## src/rtl/alu_ctrl_seq.sv

```systemverilog
// Registered ALU control decoder with valid/ready handshake.
// MUL/UDIV are sequenced through a latency counter before the result is offered.
module alu_ctrl_seq #(
  parameter int unsigned OPC_W   = 11,
  parameter int unsigned CTRL_W  = 4,
  parameter int unsigned MUL_LAT = 3,
  parameter int unsigned DIV_LAT = 8
) (
  input  logic              CLK,
  input  logic              RESET_N,
  input  logic              flush,
  input  logic              in_valid,
  output logic              in_ready,
  input  logic [1:0]        alu_op,
  input  logic [OPC_W-1:0]  opcode,
  output logic              out_valid,
  input  logic              out_ready,
  output logic [CTRL_W-1:0] alu_ctrl,
  output logic              alu_start,
  output logic              busy,
  output logic              illegal
);

  localparam logic [OPC_W-1:0] OP_ADD  = OPC_W'(11'b10001011000);
  localparam logic [OPC_W-1:0] OP_SUB  = OPC_W'(11'b11001011000);
  localparam logic [OPC_W-1:0] OP_AND  = OPC_W'(11'b10001010000);
  localparam logic [OPC_W-1:0] OP_ORR  = OPC_W'(11'b10101010000);
  localparam logic [OPC_W-1:0] OP_EOR  = OPC_W'(11'b11001010000);
  localparam logic [OPC_W-1:0] OP_LSL  = OPC_W'(11'b11010011011);
  localparam logic [OPC_W-1:0] OP_LSR  = OPC_W'(11'b11010011010);
  localparam logic [OPC_W-1:0] OP_MUL  = OPC_W'(11'b10011011000);
  localparam logic [OPC_W-1:0] OP_UDIV = OPC_W'(11'b10011010110);

  localparam logic [3:0] MUL_CNT = 4'(MUL_LAT - 1);
  localparam logic [3:0] DIV_CNT = 4'(DIV_LAT - 1);

  typedef enum logic [1:0] {
    IDLE = 2'd0,
    EXEC = 2'd1,
    OUT  = 2'd2
  } state_t;

  state_t              state, stateNext;
  logic [3:0]          cnt;
  logic [CTRL_W-1:0]   ctrlReg;
  logic                illegalReg;
  logic                startReg;

  logic [CTRL_W-1:0]   decCtrl;
  logic                decIll;
  logic                decMulti;
  logic [3:0]          decCnt;
  logic                accept;

  always_comb begin
    decCtrl  = '0;
    decIll   = 1'b0;
    decMulti = 1'b0;
    decCnt   = '0;
    case (alu_op)
      2'd0: decCtrl = CTRL_W'(2);
      2'd1: decCtrl = CTRL_W'(7);
      2'd3: decCtrl = CTRL_W'(8);
      default: begin
        case (opcode)
          OP_ADD:  decCtrl = CTRL_W'(2);
          OP_SUB:  decCtrl = CTRL_W'(6);
          OP_AND:  decCtrl = CTRL_W'(0);
          OP_ORR:  decCtrl = CTRL_W'(1);
          OP_EOR:  decCtrl = CTRL_W'(3);
          OP_LSL:  decCtrl = CTRL_W'(4);
          OP_LSR:  decCtrl = CTRL_W'(5);
          OP_MUL: begin
            decCtrl  = CTRL_W'(9);
            decMulti = 1'b1;
            decCnt   = MUL_CNT;
          end
          OP_UDIV: begin
            decCtrl  = CTRL_W'(10);
            decMulti = 1'b1;
            decCnt   = DIV_CNT;
          end
          default: begin
            decCtrl = '1;
            decIll  = 1'b1;
          end
        endcase
      end
    endcase
  end

  // flush blocks acceptance so an op offered alongside it is simply dropped
  always_comb begin
    in_ready  = 1'b0;
    stateNext = state;
    case (state)
      IDLE: in_ready = ~flush;
      OUT:  in_ready = ~flush & out_ready;
      default: in_ready = 1'b0;
    endcase
    accept = in_valid & in_ready;
    case (state)
      IDLE: begin
        if (accept) stateNext = decMulti ? EXEC : OUT;
      end
      EXEC: begin
        if (cnt == 4'd0) stateNext = OUT;
      end
      OUT: begin
        if (out_ready) begin
          if (accept) stateNext = decMulti ? EXEC : OUT;
          else        stateNext = IDLE;
        end
      end
      default: stateNext = IDLE;
    endcase
  end

  always_ff @(posedge CLK or negedge RESET_N) begin
    if (!RESET_N) begin
      state      <= IDLE;
      cnt        <= '0;
      ctrlReg    <= '0;
      illegalReg <= 1'b0;
      startReg   <= 1'b0;
    end else if (flush) begin
      state    <= IDLE;
      cnt      <= '0;
      startReg <= 1'b0;
    end else begin
      state    <= stateNext;
      startReg <= accept & decMulti;
      if (accept) begin
        ctrlReg    <= decCtrl;
        illegalReg <= decIll;
        cnt        <= decCnt;
      end else if (state == EXEC && cnt != 4'd0) begin
        cnt <= cnt - 4'd1;
      end
    end
  end

  assign out_valid = (state == OUT);
  assign busy      = (state == EXEC);
  assign alu_start = startReg;
  assign alu_ctrl  = ctrlReg;
  assign illegal   = illegalReg;

endmodule

```

## config.mk

```make
export PLATFORM = sky130hd
export DESIGN_NAME = alu_ctrl_seq
export DESIGN_NICKNAME = d
export VERILOG_FILES = /design/src/rtl/alu_ctrl_seq.sv
export SDC_FILE = /design/constraint.sdc
export NUM_CORES = 1
export LEC_CHECK = 0
export BUFFER_PORTS_ARGS = -buffer_cell sky130_fd_sc_hd__buf_2
export CORE_MARGIN = 3
export CORE_UTILIZATION = 54
export CTS_CLUSTER_DIAMETER = 80
export DETAILED_ROUTE_END_ITERATION = 8
export GPL_TIMING_DRIVEN = 0
export PLACE_DENSITY = 0.91
export RECOVER_POWER = 100
export SLEW_MARGIN = 15
export SYNTH_ARGS = -nofsm -noshare
export SYNTH_HDL_FRONTEND = slang
export SYNTH_SLANG_ARGS = --single-unit
```

## constraint.sdc

```tcl
create_clock -name CLK -period 3.75 [get_ports CLK]
set_input_delay 0.75 -clock CLK [delete_from_list [all_inputs] [get_ports CLK]]
set_output_delay 0.75 -clock CLK [all_outputs]
set_load 0.1 [all_outputs]
```

==> flow_summary.ini <==
[status]
status = finished clean

[yosys]
yosys-top-cells-area = dfrtp_1 33%, nor2_1 5.3%, a21oi_1 4.9%
synth_area_per_cell_um2 = 8.46
synth_xor_area_share_pct = 1.92
synthArstFlopShare_pct = 100
synth_top_family_by_area = simple AND/OR/NAND/NOR gates
synth_edf_count = 0
yosys_warnings = 0
synthMuxAreaShare_pct = 1.10
synth_top_area_cell = dfrtp_1
synth-compound-area-share_pct = 23.3
ys_types = 40
syn_inst = 108
syn-cell-area_um2 = 913
synthSimpleGateAreaFrac_pct = 32.3
synth_fa_ha_area_share_pct = 2.74
seq_area_frac_synth_pct = 32.9
synthFlopType = dfrtp_1
syn-num-nets = 128
synthDominantCellAreaShare_pct = 32.9
ys_seq_elements = 12

[clocking]
cts_resized = 0
cts-hold-fix-buffers = 0
h-tree-depth = 1
cts_setup_buffers = 0
clockRootBuffer = clkbuf_4
clockBufferDepth = 2
cts_tree = built
clock_sinks = 12
cts.clk_slew.worst_paths_ps = 80
clkLatencyLatePin_ps = 280
cts-buffers-inserted = 3

[timing]
rsz0062_at_grt = no
skew_ps = 5.12
fin_crit_ps = 2840
setup_slack_ps = 905
setup_viol_count_final = 0
slew_viol_final = 0
finalSetupTns_ps = 0
final_hold_viol_count = 0
fmax_ghz = 0.352
slew-limit-headroom_pct = 22.5
holdWs_ps = 479
period_share_pct = 75.9
tightest_slew_ps = 1170

[finish]
nFillCells = 140
nets = 157
n_antenna_cell = 0
syn_to_final_growth_pct = 17.4
drive_above_1_share_pct = 21.3

[setup_path]
cpMaxStageDelayCell = clkbuf_1
crit_chain = clkbuf_1 > a211oi_2 > clkbuf_1
crit_required_ps = 3000
cp.arrival_ps = 2090
crit_fanout = 9
start_kind = primary input
crit_path_end_kind = output port
slowest_delay_ps = 880
crit_type = in2out
cpMostUsedCell = clkbuf_1

[placement]
gp_congestion = 0.849
portBuffers = 24
post-dp-hpwl_um = 1780
pre_cts_ws_ps = 1330

[route]
wire_per_inst_um = 14.5
wl_um = 2200
vias = 912
route.antenna.remaining_nets = 0
drtPass1Iterations = 4
viasPerCell = 6.00
drc_errors = 0
drtIter0Drc = 26

[job]
drv_cap = 0

[pwr]
power_leakage_nw = 0.459
peakVddDrop_mv = 0.296
power.density_nw_per_um2 = 370
power.total_w = 0.000396

[grt]
grt_max_degree = 13
antenna_found_initial = 0
track_usage_pct = 21.7
grt-ovfl-total = 0
grt_pass1_vias = 802
grt_pass1_wl_um = 3390

[floorplan]
start_util_pct = 59.3
die_h_um = 47.1
num_rows = 14
die_area_um2 = 2220
ioPinCount = 27
coreArea_um2 = 1540
die_x_um = 47.1

[min_path]
hold_class = in2async
-- cells in the mapped netlist, types with 2 or more instances --
| library cell | instances |
|---|---|
| o21bai_1 | 2 |
| ha_1 | 2 |
| clkbuf_2 | 2 |
| o211ai_1 | 2 |
| nand2b_1 | 5 |
| a31oi_1 | 2 |
| nor3_1 | 5 |
| a211oi_1 | 3 |
| nand3b_1 | 2 |
| a21oi_1 | 9 |
| nor2b_1 | 2 |
| nor2_1 | 13 |
| inv_1 | 9 |
| dfrtp_1 | 12 |
| nand2_1 | 8 |
| nand3_1 | 4 |
| and4bb_2 | 3 |
-- final cells by class --
cell class / count / area (um2) / area share (%)
buffer: 4 / 16.3 / 1.52
sequential: 12 / 300 / 28.0
clock buffer: 4 / 36.3 / 3.38
timing repair buffer: 24 / 108 / 10.0
inverter: 9 / 33.8 / 3.15
tap: 16 / 20.0 / 1.87
multi-input combinational: 83 / 558 / 52.0
-- critical path, delay by kind of cell --
| family | cells | cell delay (ps) |
|---|---|---|
| compound gates | 1 | 270 |
| buf+inv | 2 | 1070 |
-- sequential cells by signal, summed over array words and instances, names as in the netlist --
signal     cells
state          2
cnt            4
alu_start      1
illegal        1
alu_ctrl       4
-- power breakdown --
part | switching (W) | internal (W)
sequential | 0.00000601 | 0.000140
clock | 0.0000447 | 0.0000591
combinational | 0.000117 | 0.0000296
-- cells in the final DEF, fill, tap and decap left out, types with 2 or more instances in the layout --
| cell | instances |
|---|---|
| clkbuf_1 | 13 |
| nor3_1 | 5 |
| a21oi_1 | 9 |
| clkbuf_4 | 3 |
| nor2b_1 | 2 |
| and4bb_2 | 3 |
| a211oi_1 | 2 |
| buf_2 | 14 |
| inv_1 | 9 |
| nor2_1 | 13 |
| a31oi_1 | 2 |
| nand2_1 | 8 |
| nand3b_1 | 2 |
| dfrtp_1 | 12 |
| nand3_1 | 4 |
| o21bai_1 | 2 |
| ha_1 | 2 |
| nand2b_1 | 5 |
| o211ai_1 | 2 |
-- per-layer routing --
| metal | part of all wire, % | track usage, % | up-vias |
|---|---|---|---|
| li1 | - | - | 453 |
| met1 | 43 | 25.3 | 434 |
| met2 | 52 | 40.4 | 25 |
| met3 | 5.1 | 5.75 | 0 |
| met4 | 0 | 3.31 | 0 |
| met5 | 0 | 0 | - |
-- logic make-up after synthesis --
| logic type | count (synthesis) |
|---|---|
| AOI/OAI and AO/OA | 28 |
| DFF | 12 |
| muxes | 1 |
| buffers and inverters | 13 |
| adders and majority gates | 2 |
| and+or+nand+nor | 50 |
| xor gates and xnor gates | 2 |
-- worst paths after layout --
path	start	to	slack [ps]	cells after the start
max reg2reg	state[1]	alu_ctrl[0]	2060	6
max	flush	in_ready	910	3
min	RESET_N	cnt[2]	480	1
max in group asynchronous	RESET_N	alu_ctrl[2]	2830	1
min reg2reg	illegal	illegal	510	2
min in group CLK	illegal	illegal	510	2
-- through the flow --
stage	area, um2	util (%)	cells
floorplan	918	-	108
detailed placement	1060	68.7	148
CTS	1090	71.0	152
global placement	1060	68.7	148
finish	1070	69.6	152
global route	1070	69.6	152
Power figures use the tool's default switching activity.
